===== config.mk =====
export PLATFORM = sky130hd
export DESIGN_NAME = cic_interpolator
export DESIGN_NICKNAME = d
export VERILOG_FILES = /design/src/rtl/cic_interpolator.sv
export SDC_FILE = /design/constraint.sdc
export NUM_CORES = 1
export LEC_CHECK = 0
export CORE_ASPECT_RATIO = 1.1
export CORE_MARGIN = 1
export CORE_UTILIZATION = 55
export CTS_CLUSTER_SIZE = 8
export DETAILED_ROUTE_END_ITERATION = 8
export PLACE_DENSITY = 0.83
export SETUP_SLACK_MARGIN = 0.05
export SYNTH_ARGS = -nofsm -noshare
export SYNTH_HDL_FRONTEND = slang
export SYNTH_SLANG_ARGS = --single-unit

===== constraint.sdc =====
create_clock -name clk -period 3.4 [get_ports clk]
set_input_delay 0.68 -clock clk [delete_from_list [all_inputs] [get_ports clk]]
set_output_delay 0.68 -clock clk [all_outputs]
set_load 0.05 [all_outputs]

===== src/rtl/cic_interpolator.sv =====
// Three-stage CIC interpolator: low-rate samples enter through a valid/ready slot once
// every RATE clocks, pass the comb section, are zero-stuffed and integrated at full rate.
module cic_interpolator #(
  parameter int NUM_STAGES = 3,
  parameter int STG_GSZ    = 5,
  parameter int ISZ        = 16,
  parameter int OSZ        = ISZ + (NUM_STAGES - 1) * STG_GSZ
) (
  input  logic           clk,
  input  logic           reset_n,
  input  logic [ISZ-1:0] in,
  input  logic           in_valid,
  output logic           in_ready,
  output logic [OSZ-1:0] out,
  output logic           out_valid,
  output logic           underflow
);

  typedef enum logic [0:0] {
    ST_IDLE = 1'b0,
    ST_RUN  = 1'b1
  } state_t;

  localparam logic [STG_GSZ-1:0] PH_ZERO = {STG_GSZ{1'b0}};
  localparam logic [STG_GSZ-1:0] PH_ONE  = {{(STG_GSZ-1){1'b0}}, 1'b1};
  // Phase at which the first accepted sample has just reached the output register.
  localparam logic [STG_GSZ-1:0] VALID_PHASE = STG_GSZ'(2 * NUM_STAGES + 1);
  localparam logic [OSZ-1:0]     OSZ_ZERO = {OSZ{1'b0}};

  function automatic logic [OSZ-1:0] sext(input logic [ISZ-1:0] v);
    return {{(OSZ-ISZ){v[ISZ-1]}}, v};
  endfunction

  state_t             state_r, state_nxt_s;
  logic [STG_GSZ-1:0] phase_r, phase_nxt_s;
  logic               slot_s, miss_s, ready_nxt_s;
  logic [OSZ-1:0]     sample_s, stuffed_s;

  logic [OSZ-1:0]     diff_r  [0:NUM_STAGES];
  logic [OSZ-1:0]     dly_r   [1:NUM_STAGES];
  logic [NUM_STAGES:0] stb_r;
  logic [OSZ-1:0]     integ_r [0:NUM_STAGES-1];

  logic               in_ready_r, out_valid_r, underflow_r;
  logic [OSZ-1:0]     out_r;

  // Next-state, phase and slot decode
  always_comb begin
    state_nxt_s = state_r;
    phase_nxt_s = phase_r;
    slot_s      = 1'b0;
    miss_s      = 1'b0;
    sample_s    = OSZ_ZERO;
    case (state_r)
      ST_IDLE: begin
        if (in_valid && in_ready_r) begin
          slot_s      = 1'b1;
          sample_s    = sext(in);
          state_nxt_s = ST_RUN;
          phase_nxt_s = PH_ONE;
        end else begin
          phase_nxt_s = PH_ZERO;
        end
      end
      ST_RUN: begin
        phase_nxt_s = phase_r + PH_ONE;
        if (phase_r == PH_ZERO) begin
          slot_s = 1'b1;
          // A missed slot still advances the chain, with a zero sample.
          if (in_valid) begin
            sample_s = sext(in);
          end else begin
            miss_s = 1'b1;
          end
        end else begin
          slot_s = 1'b0;
        end
      end
      default: begin
        state_nxt_s = ST_IDLE;
        phase_nxt_s = PH_ZERO;
      end
    endcase
    ready_nxt_s = (state_nxt_s == ST_IDLE) || (phase_nxt_s == PH_ZERO);
  end

  // Control registers: state, phase, handshake and status flags
  always_ff @(posedge clk or negedge reset_n) begin
    if (!reset_n) begin
      state_r     <= ST_IDLE;
      phase_r     <= PH_ZERO;
      in_ready_r  <= 1'b0;
      underflow_r <= 1'b0;
      out_valid_r <= 1'b0;
    end else begin
      state_r     <= state_nxt_s;
      phase_r     <= phase_nxt_s;
      in_ready_r  <= ready_nxt_s;
      underflow_r <= miss_s;
      if ((state_r == ST_RUN) && (phase_r == VALID_PHASE)) begin
        out_valid_r <= 1'b1;
      end
    end
  end

  // Comb section, one stage per strobe bit as the slot strobe walks down
  always_ff @(posedge clk or negedge reset_n) begin
    if (!reset_n) begin
      stb_r <= {(NUM_STAGES+1){1'b0}};
      for (int j = 0; j <= NUM_STAGES; j++) begin
        diff_r[j] <= OSZ_ZERO;
      end
      for (int j = 1; j <= NUM_STAGES; j++) begin
        dly_r[j] <= OSZ_ZERO;
      end
    end else begin
      stb_r <= {stb_r[NUM_STAGES-1:0], slot_s};
      if (slot_s) begin
        diff_r[0] <= sample_s;
      end
      for (int j = 1; j <= NUM_STAGES; j++) begin
        if (stb_r[j-1]) begin
          diff_r[j] <= diff_r[j-1] - dly_r[j];
          dly_r[j]  <= diff_r[j-1];
        end
      end
    end
  end

  assign stuffed_s = stb_r[NUM_STAGES] ? diff_r[NUM_STAGES] : OSZ_ZERO;

  // Integrator cascade and output register; wraps modulo 2**OSZ by design
  always_ff @(posedge clk or negedge reset_n) begin
    if (!reset_n) begin
      for (int i = 0; i < NUM_STAGES; i++) begin
        integ_r[i] <= OSZ_ZERO;
      end
      out_r <= OSZ_ZERO;
    end else begin
      if (state_r == ST_RUN) begin
        integ_r[0] <= integ_r[0] + stuffed_s;
        for (int i = 1; i < NUM_STAGES; i++) begin
          integ_r[i] <= integ_r[i] + integ_r[i-1];
        end
      end
      out_r <= integ_r[NUM_STAGES-1];
    end
  end

  assign in_ready  = in_ready_r;
  assign out       = out_r;
  assign out_valid = out_valid_r;
  assign underflow = underflow_r;

endmodule


==> impl_metrics.py, run 1 <==
metrics = {
    "outcome": {
        "outcome": "finished, final reports clean",
    },
    "detailed_routing": {
        "num_vias": 13706,
        "detail_route.drc_violations": 0,
        "wl_per_cell_um": 15.54,
        "avg_vias_per_cell": 5.870,
        "number_of_antenna_violating_nets_in_the_routed_design": 0,
        "detail_route.first_pass.iterations": 5,
        "routed_wirelength_um": 36290,
        "iter_0_drt_violations": 869,
    },
    "logic_synthesis": {
        "synthSimpleGateAreaFrac": 0.1486,
        "netlist-cell-type-count": 80,
        "ys_seq_elements": 279,
        "postSynthAreaPerCell_um2": 9.376,
        "synthAdderAreaFrac": 0.1088,
        "yosys.area.top_type_share": 0.3978,
        "compound_gate_fraction_of_synth_area": 0.1918,
        "netlist_top_cells_area": "sky130_fd_sc_hd__dfrtp_1 (40%), sky130_fd_sc_hd__ha_1 (10%), sky130_fd_sc_hd__mux2_2 (6.0%)",
        "yosysSeqAreaShare": 0.3978,
        "async_reset_ff_frac": 1.000,
        "yosys_warn_count": 0,
        "netlist_instances": 1872,
        "synth_flop_cell": "sky130_fd_sc_hd__dfrtp_1",
        "mappedNetlistArea_um2": 17550,
        "synth.mux.area_fraction": 0.06537,
        "synth_nets": 2040,
        "synth_edf_count": 0,
        "synthXorXnorAreaFrac": 0.04691,
        "synth_top_family_by_area": "compound AO/OA/AOI/OAI gates",
        "leading_area_contributor_after_synthesis": "sky130_fd_sc_hd__dfrtp_1",
    },
    "placement": {
        "post_dp_cell_area_um2": 18450,
        "gp_congestion": 0.9480,
        "io_buffer_count": 47,
        "post-dp-hpwl_um": 25870,
        "place_ws_ns": 0.1004,
    },
    "timing": {
        "period_needed_ns": 3.166,
        "min_period_over_period": 0.9313,
        "report.final.slew_viol_count": 0,
        "finalHoldViolations": 0,
        "worst_clock_skew_ns": 0.02271,
        "tightest_slew_ns": 0.7433,
        "timing.fmax_mhz": 315.8,
        "relative_slew_slack": 0.5045,
        "timing.final.setup_violations": 0,
        "rsz0062_at_grt": "no",
        "tns_ns": 0,
        "fin_ws_ns": 0.2337,
    },
    "critical_path": {
        "arr_time_crit_path_ns": 3.58,
        "worst_setup_sp": "diff_r[52]",
        "critical_path_startpoint_category": "register",
        "critPathSlowestCell": "sky130_fd_sc_hd__a2111oi_2",
        "critPathCaptureType": "register",
        "maximum_fanout_along_the_worst_path": 5,
        "reg2reg_from": "diff_r[52]",
        "cp_slowest_stage_delay_ns": 0.43,
        "worst_path_dominant_cell_family": "compound AO/OA/AOI/OAI gates",
        "timing.setup.critical_path_class": "reg -> reg",
        "worst-endpoint-required_ns": 3.82,
        "crit_chain": "inv_1 > ha_1 > inv_1 > fa_1 > a21o_1 > nand4_1 > nand3_1 > a2111oi_2 > buf_4 > o31ai_2 > a2111oi_2 > nor4_1 > a211o_1",
        "worst-path-buf-inv": 3,
        "ff2ff_setup_slack_ns": 0.23,
    },
    "global_route": {
        "pin_count_of_the_biggest_net_entering_global_routing": 85,
        "number_of_global_route_vias_before_repair": 13991,
        "overflow": 0,
        "grt_pass1_wl_um": 63540,
        "initial_antenna_violation_count": 0,
        "grt_use_total": 0.2338,
    },
    "clock_network": {
        "clockRootBuffer": "sky130_fd_sc_hd__clkbuf_16",
        "htree_levels": 2,
        "cts_tree": "yes",
        "tritoncts.num_buffers": 40,
        "path_clk_slew_ns": 0.05,
        "cts-root-to-sink-buffers": 3,
        "cts_num_sinks": 279,
        "clock_insertion_delay_worst_skew_ns": 0.54,
    },
    "layout": {
        "multiInputGateArea_um2": 9874,
        "antenna_cells_inserted": 0,
        "fillerInstances": 2498,
        "final_stage_net_count": 2077,
        "layout.cells.most_common": "sky130_fd_sc_hd__dfrtp_1",
        "layout.area.seq_um2": 6987,
        "share_of_cells_above_drive_strength_1": 0.09922,
        "synthToLayoutAreaGrowth_pct": 11.55,
        "final_cell_area_um2": 19580,
        "final_cell_mix": "sky130_fd_sc_hd__dfrtp_1 (275), sky130_fd_sc_hd__nand2_1 (192), sky130_fd_sc_hd__ha_1 (143)",
    },
    "hold_path": {
        "min_path_type": "in -> async",
    },
    "floorplan": {
        "die-area_um2": 32630,
        "chipHeight_um": 189.4,
        "die_width_um": 172.3,
        "coreArea_um2": 31400,
        "floorplan.initialDensity": 0.5591,
        "io_pins": 48,
        "row_count": 68,
    },
    "power": {
        "power.leakage_nw": 8.945,
        "power.density_cell_area_nw_per_um2": 1075,
        "max-vdd-ir-drop_mv": 0.4654,
    },
    "run": {
        "max_cap_viol_count": 0,
    },
}
==> power breakdown <==
group | internal (mW) | switching (mW) | leakage [nW] | total (mW)
Combinational | 5.39 | 6.58 | 5.12 | 12.0
Sequential | 4.66 | 0.889 | 3.30 | 5.55
Clock | 2.11 | 1.42 | 0.529 | 3.53
==> per-stage QoR <==
step	utilization	hold WS, ns	power (mW)	instances
floorplan	-	0.3519	14.73	1872
global placement	0.5878	0.3884	16.74	2286
detailed placement	0.5878	0.3932	17.26	2286
CTS	0.6229	0.1160	21.04	2334
global route	0.6236	0.1586	22.78	2335
finish	0.6236	0.1147	21.05	2335
==> registers in the layout, indices dropped and copies added, names as in the netlist <==
register / count
phase_r: 5
diff_r: 94
out_valid: 1
state_r: 1
stb_r: 4
in_ready: 1
dly_r: 68
underflow: 1
out: 26
integ_r: 78
==> routing by layer <==
metal  vias up  GRT usage  share of wire
li1       6786          -              -
met1      6557     0.2696           0.42
met2       281     0.4363           0.52
met3        82    0.02822          0.030
met4         0    0.08611          0.025
met5         -          0              0
==> timing repair <==
item / 4_1_cts / 5_1_grt
hold buffers: 0 / 0
gates resized for setup: 1 / 3
hold endpoints to repair: 0 / 0
pin swaps: 0 / 1
setup endpoints to repair: 1 / 4
setup buffers: 0 / 1
==> worst paths after layout <==
check / cells after the start / endpoint
worst max-delay path: 13 / diff_r[50]
worst min-delay path: 1 / integ_r[3]
worst max register to register: 13 / diff_r[50]
worst min register to register: 0 / out[18]
max in group asynchronous: 2 / stb_r[2]
min in group clk: 0 / out[18]
==> Yosys cell counts, drive strengths merged (5+ instances only) <==
| master | instances |
|---|---|
| nor3 | 27 |
| nand3b | 16 |
| nor2 | 121 |
| nor4 | 5 |
| o21ai | 129 |
| a21boi | 11 |
| o211ai | 15 |
| a211oi | 19 |
| and3 | 11 |
| inv | 111 |
| buf | 12 |
| a21oi | 114 |
| fa | 6 |
| or3 | 6 |
| o2111ai | 11 |
| o311ai | 5 |
| a221o | 9 |
| xnor2 | 63 |
| nor2b | 25 |
| xor2 | 31 |
| ha | 143 |
| mux2i | 10 |
| dfrtp | 279 |
| nand2 | 192 |
| or4 | 6 |
| nand2b | 7 |
| mux2 | 93 |
| a31oi | 16 |
| nor4b | 7 |
| and2 | 31 |
| a211o | 8 |
| o31ai | 21 |
| clkbuf | 64 |
| a21o | 72 |
| or2 | 8 |
| nand3 | 55 |
| o21bai | 15 |
| nand4 | 19 |
| o21a | 24 |
==> cells by family (layout without fill, tap and decap cells) <==
group,Yosys count,count (layout)
simple gates,547,547
flops,279,279
xor+xnor,94,94
fa+ha+maj,149,149
compound gates,510,510
buf+inv,190,233
mux,103,103
==> area by class of cell <==
| class | instances | share of cell area |
|---|---|---|
| multi-input cells | 1403 | 0.5043 |
| well taps | 420 | 0.02684 |
| flip-flops and latches | 279 | 0.3569 |
| clock buffers | 45 | 0.05208 |
| clock inverters | 3 | 0.003898 |
| inverters | 114 | 0.02186 |
| repair buffers | 71 | 0.03413 |
(Power assumes the default switching activity.)
==> run 2: changes to the inputs <==
- CORE_ASPECT_RATIO: 1.1 -> not set
- CORE_UTILIZATION: 55 -> 45
- PLACE_DENSITY: 0.83 -> 0.72
- REMOVE_ABC_BUFFERS: not set -> 1
==> run 2 against run 1 <==
  * Core utilization down 11 points
  * Global-route usage down 4.9 points
  * Die area up 22%
  * Worst setup slack better by 0.043 ns
  * Largest cell class unchanged
  * Highest routed layer unchanged
==> impl_metrics.py, run 2 (synthesis results as in run 1) <==
metrics = {
    "power": {
        "fin_total_pwr_mw": 20.80,
        "part_of_the_power_in_registers": 0.265,
        "max-vdd-ir-drop_mv": 0.4349,
        "combinationalPowerShare": 0.564,
        "power.leakage_nw": 8.952,
        "cell_int_power_mw": 12.19,
        "power.density_cell_area_nw_per_um2": 1056,
        "switching_power_total_mw": 8.611,
        "power.clock.fraction": 0.170,
        "p_sw_frac": 0.4140,
    },
    "detailed_routing": {
        "detail_route.drc_violations": 0,
        "routed_wirelength_um": 35010,
        "detail_route.first_pass.iterations": 5,
        "number_of_antenna_violating_nets_in_the_routed_design": 0,
        "wl_per_cell_um": 14.42,
        "avg_vias_per_cell": 5.487,
        "iter_0_drt_violations": 638,
        "num_vias": 13317,
    },
    "global_route": {
        "overflow": 0,
        "grt_pass1_wl_um": 61380,
        "initial_antenna_violation_count": 0,
        "grt_use_total": 0.1851,
        "number_of_global_route_vias_before_repair": 13437,
        "pin_count_of_the_biggest_net_entering_global_routing": 90,
    },
    "timing": {
        "tightest_slew_ns": 0.7461,
        "report.final.slew_viol_count": 0,
        "timing.fmax_mhz": 320.2,
        "rsz0062_at_grt": "yes",
        "relative_slew_slack": 0.5026,
        "worst_clock_skew_ns": 0.02501,
        "finalHoldViolations": 0,
        "period_needed_ns": 3.123,
        "min_period_over_period": 0.9186,
        "timing.final.setup_violations": 0,
        "fin_hold_ws_ns": 0.1510,
    },
    "layout": {
        "layoutNonFillerInstCount": 2427,
        "antenna_cells_inserted": 0,
        "layout.cells.most_common": "sky130_fd_sc_hd__dfrtp_1",
        "largest_register_ffs": 94,
        "final_stage_net_count": 2078,
        "synthToLayoutAreaGrowth_pct": 12.17,
        "final_cell_area_um2": 19690,
        "reg.largest.list": "diff_r (94), integ_r (78), dly_r (68)",
        "share_of_cells_above_drive_strength_1": 0.09916,
        "final_cell_mix": "sky130_fd_sc_hd__dfrtp_1 (275), sky130_fd_sc_hd__nand2_1 (192), sky130_fd_sc_hd__ha_1 (143)",
        "registers.top_by_ff_count": "diff_r",
    },
    "floorplan": {
        "die-area_um2": 39800,
        "floorplan.initialDensity": 0.4616,
        "row_count": 71,
        "die_width_um": 199.5,
        "coreArea_um2": 38020,
        "chipHeight_um": 199.5,
        "io_pins": 48,
    },
    "critical_path": {
        "arr_time_crit_path_ns": 3.54,
        "timing.setup.critical_path_class": "reg -> reg",
        "critical_path.endpoint": "integ_r[71]",
        "maximum_fanout_along_the_worst_path": 20,
        "critPathCaptureType": "register",
        "r2r_cells": 10,
        "worst_setup_sp": "stb_r[3]",
        "ff2ff_setup_slack_ns": 0.28,
        "critical_path.reg2reg.endpoint": "integ_r[71]",
        "reg2reg_from": "stb_r[3]",
        "worst-endpoint-required_ns": 3.82,
        "critical_path_startpoint_category": "register",
    },
    "clock_network": {
        "cts_tree": "yes",
        "cts-root-to-sink-buffers": 3,
        "hold_bufs_at_cts": 0,
        "tritoncts.num_buffers": 40,
        "cts_resized": 0,
        "post_cts_buffers": 0,
        "htree_levels": 2,
        "cts_num_sinks": 279,
        "clockRootBuffer": "sky130_fd_sc_hd__clkbuf_16",
        "clock_insertion_delay_worst_skew_ns": 0.55,
        "path_clk_slew_ns": 0.05,
    },
    "placement": {
        "io_buffer_count": 47,
        "post_dp_cell_area_um2": 18590,
        "post-dp-hpwl_um": 25760,
        "place.detailed.instances": 2379,
        "gp_congestion": 0.9181,
    },
    "hold_path": {
        "min_path_type": "in -> async",
    },
    "run": {
        "max_cap_viol_count": 0,
    },
    "outcome": {
        "outcome": "finished, final reports clean",
    },
}
[run 2: cell types whose count changed in the layout (fill, tap and decap cells not counted), sizes merged]
cell	before	now
inv	111	113
buf	25	26
clkinv	6	3
clkbuf	45	46
[run 2: cell type report]
type	instances	area, um2
Clock buffer	46	1045
Multi-Input combinational cell	1403	9871
Timing Repair Buffer	72	675.6
Fill cell	3531	18330
Inverter	114	427.9
Sequential cell	279	6989
Tap cell	511	639.4
Clock inverter	2	40.04
[run 2: metal layers]
layer | vias up | track usage | wire length, um
met2 | 204 | 0.3369 | 17320
li1 | 6783 | - | -
met1 | 6263 | 0.2215 | 15740
met3 | 67 | 0.03105 | 1219
met5 | - | 0 | 0
met4 | 0 | 0.05513 | 736
[run 2: how the worst min path moves through the flow]
stage,to,slack (ns),depth (start not counted)
2_1_floorplan,diff_r[0],0.38,0
3_3_place_gp,out[19],0.39,0
3_5_place_dp,out[23],0.40,0
4_1_cts,integ_r[16],0.16,1
5_1_grt,integ_r[16],0.19,1
6_report,integ_r[16],0.15,1
[run 2: worst max-delay path, stage by stage (launching register included)]
cell and delay, ns:
sky130_fd_sc_hd__dfrtp_1 0.43, sky130_fd_sc_hd__buf_4 0.21, sky130_fd_sc_hd__and2_1 0.16, sky130_fd_sc_hd__ha_1 0.33, sky130_fd_sc_hd__a211o_1 0.35, sky130_fd_sc_hd__or4_1 0.39, sky130_fd_sc_hd__o21ai_0 0.15, sky130_fd_sc_hd__o31ai_1 0.16
sky130_fd_sc_hd__o21ai_0 0.23, sky130_fd_sc_hd__mux2_2 0.36, sky130_fd_sc_hd__a221o_1 0.25
[run 2: through the flow]
stage	TNS [ns]	worst slack, ns	util
after floorplan	-36.41	-1.273	-
after global placement	0	0.2822	0.4888
after detailed placement	0	0.1752	0.4888
after CTS	0	0.1685	0.5173
after global routing	0	0.04548	0.5178
final	0	0.2767	0.5178
[run 2: power groups by stage]
stage	clock (mW)	combinational (mW)	sequential (mW)
after floorplan	0	8.85	5.85
after global placement	0	11.4	5.53
after detailed placement	0	11.6	5.59
after CTS	3.65	11.7	5.54
after global routing	3.79	13.1	5.72
final	3.54	11.7	5.52
==> run 3: changes to the inputs <==
- CTS_CLUSTER_SIZE: 8 -> 25
==> run 3 against run 2 <==
  * Final cell count rose by 0.29%
  * Wire length down 0.53%
  * Clock skew shrank 0.0077 ns
  * Critical endpoint is now integ_r[72]
  * Sequential share of layout area rose by 0.14 points
  * Largest power group unchanged
==> impl_metrics.py, run 3 (synthesis results as in run 1) <==
metrics = {
    "outcome": {
        "outcome": "finished, final reports clean",
    },
    "clock_network": {
        "htree_levels": 1,
        "cts-root-to-sink-buffers": 3,
        "tritoncts.num_buffers": 31,
        "path_clk_slew_ns": 0.06,
        "clock_insertion_delay_worst_skew_ns": 0.59,
        "cts_tree": "yes",
        "post_cts_buffers": 0,
        "clockRootBuffer": "sky130_fd_sc_hd__clkbuf_16",
        "cts_num_sinks": 279,
    },
    "layout": {
        "synthToLayoutAreaGrowth_pct": 11.74,
        "largest_register_ffs": 94,
        "final_cell_area_um2": 19610,
        "final_stage_net_count": 2069,
        "reg.largest.list": "diff_r (94), integ_r (78), dly_r (68)",
        "final_cell_mix": "sky130_fd_sc_hd__dfrtp_1 (275), sky130_fd_sc_hd__nand2_1 (192), sky130_fd_sc_hd__ha_1 (143)",
        "final_core_util": 0.5158,
        "antenna_cells_inserted": 0,
        "layout.cells.most_common": "sky130_fd_sc_hd__dfrtp_1",
        "share_of_cells_above_drive_strength_1": 0.1035,
        "registers.top_by_ff_count": "diff_r",
    },
    "floorplan": {
        "die_width_um": 199.5,
        "floorplan.initialDensity": 0.4616,
        "chipHeight_um": 199.5,
        "coreArea_um2": 38020,
        "io_pins": 48,
        "row_count": 71,
        "die-area_um2": 39800,
    },
    "detailed_routing": {
        "detail_route.first_pass.iterations": 5,
        "iter_0_drt_violations": 588,
        "num_vias": 13308,
        "detail_route.drc_violations": 0,
        "wl_per_cell_um": 14.31,
        "avg_vias_per_cell": 5.468,
        "number_of_antenna_violating_nets_in_the_routed_design": 0,
        "routed_wirelength_um": 34820,
    },
    "timing": {
        "fin_hold_ws_ns": 0.1010,
        "finalHoldViolations": 0,
        "report.final.slew_viol_count": 0,
        "rsz0062_at_grt": "no",
        "min_period_over_period": 0.9206,
        "timing.fmax_mhz": 319.5,
        "tns_ns": 0,
        "worst_clock_skew_ns": 0.01727,
        "fin_ws_ns": 0.2700,
        "timing.final.setup_violations": 0,
        "relative_slew_slack": 0.5044,
        "tightest_slew_ns": 0.7434,
        "period_needed_ns": 3.130,
    },
    "placement": {
        "place_ws_ns": 0.1752,
        "gp_congestion": 0.9181,
        "post_dp_cell_area_um2": 18590,
        "io_buffer_count": 47,
        "post-dp-hpwl_um": 25760,
    },
    "critical_path": {
        "critPathSlowestCell": "sky130_fd_sc_hd__or4_1",
        "timing.setup.critical_path_class": "reg -> reg",
        "reg2reg_from": "stb_r[3]",
        "worst-path-buf-inv": 1,
        "critical_path_startpoint_category": "register",
        "ff2ff_setup_slack_ns": 0.27,
        "arr_time_crit_path_ns": 3.59,
        "cp_slowest_stage_delay_ns": 0.52,
        "maximum_fanout_along_the_worst_path": 20,
        "worst-endpoint-required_ns": 3.86,
        "worst_path_dominant_cell_family": "compound AO/OA/AOI/OAI gates",
        "critPathCaptureType": "register",
        "crit_chain": "buf_4 > and2_1 > ha_1 > or4_1 > o221a_2 > a221o_1 > a311oi_1 > nand3b_1 > nand3_1",
        "worst_setup_sp": "stb_r[3]",
    },
    "global_route": {
        "grt_pass1_wl_um": 60740,
        "initial_antenna_violation_count": 0,
        "grt_use_total": 0.1818,
        "overflow": 0,
        "number_of_global_route_vias_before_repair": 13242,
        "pin_count_of_the_biggest_net_entering_global_routing": 90,
    },
    "power": {
        "power.density_cell_area_nw_per_um2": 1046,
        "max-vdd-ir-drop_mv": 0.6395,
        "power.leakage_nw": 8.920,
    },
    "hold_path": {
        "min_path_type": "in -> async",
    },
    "run": {
        "max_cap_viol_count": 0,
    },
}
-- run 3: cell types whose count changed in the layout (fill, tap and decap cells not counted), moves of 2 or more --
| cell | delta |
|---|---|
| sky130_fd_sc_hd__clkbuf_1 | -2 |
| sky130_fd_sc_hd__clkinvlp_4 | +3 |
| sky130_fd_sc_hd__clkbuf_16 | -10 |
| sky130_fd_sc_hd__clkinv_2 | +8 |
| sky130_fd_sc_hd__clkbuf_8 | +8 |
-- run 3: layer usage --
| layer | global-route usage | share of wire | wire (um) |
|---|---|---|---|
| met2 | 0.3302 | 0.49 | 17070 |
| met1 | 0.2232 | 0.45 | 15820 |
| met5 | 0 | 0 | 0 |
| met3 | 0.02464 | 0.031 | 1076 |
| met4 | 0.05061 | 0.024 | 849 |
-- run 3: layout make-up --
type / count / area, um2
Clock buffer: 42 / 897.1
Clock inverter: 13 / 112.6
Fill cell: 3521 / 18410
Inverter: 114 / 427.9
Multi-Input combinational cell: 1403 / 9871
Sequential cell: 279 / 6989
Tap cell: 511 / 639.4
Timing Repair Buffer: 72 / 675.6
-- run 3: metrics by stage --
step,cells,power [mW]
global placement,2379,16.89
floorplan,1796,14.70
finish,2434,20.52
global route,2434,22.30
CTS,2434,20.61
detailed placement,2379,17.20
-- run 3: where the power goes --
| part | leakage (nW) | switching [mW] | internal, mW |
|---|---|---|---|
| Combinational | 5.12 | 6.36 | 5.38 |
| Sequential | 3.30 | 0.850 | 4.65 |
| Clock | 0.499 | 1.36 | 1.91 |
| Total | 8.92 | 8.57 | 11.9 |
-- run 3: path summary, 6_finish.rpt --
check                         endpoint  cells after the start
min reg2reg                     out[7]                      0
min in group clk                out[7]                      0
max                        integ_r[72]                      9
min                             out[4]                      1
max reg2reg                integ_r[72]                      9
max in group asynchronous  integ_r[68]                      2
-- run 3: worst reg2reg max path, stage by stage, from the launching register on --
cell and delay [ns]:
sky130_fd_sc_hd__dfrtp_1 0.43, sky130_fd_sc_hd__buf_4 0.21, sky130_fd_sc_hd__and2_1 0.15, sky130_fd_sc_hd__ha_1 0.25
sky130_fd_sc_hd__or4_1 0.52, sky130_fd_sc_hd__o221a_2 0.27, sky130_fd_sc_hd__a221o_1 0.42, sky130_fd_sc_hd__a311oi_1 0.49
sky130_fd_sc_hd__nand3b_1 0.18, sky130_fd_sc_hd__nand3_1 0.08
-- run 3: timing repair --
item / in CTS / in global routing
endpoints found under the setup margin: 0 / 6
gates resized for setup: 0 / 3
hold buffers: 0 / 0
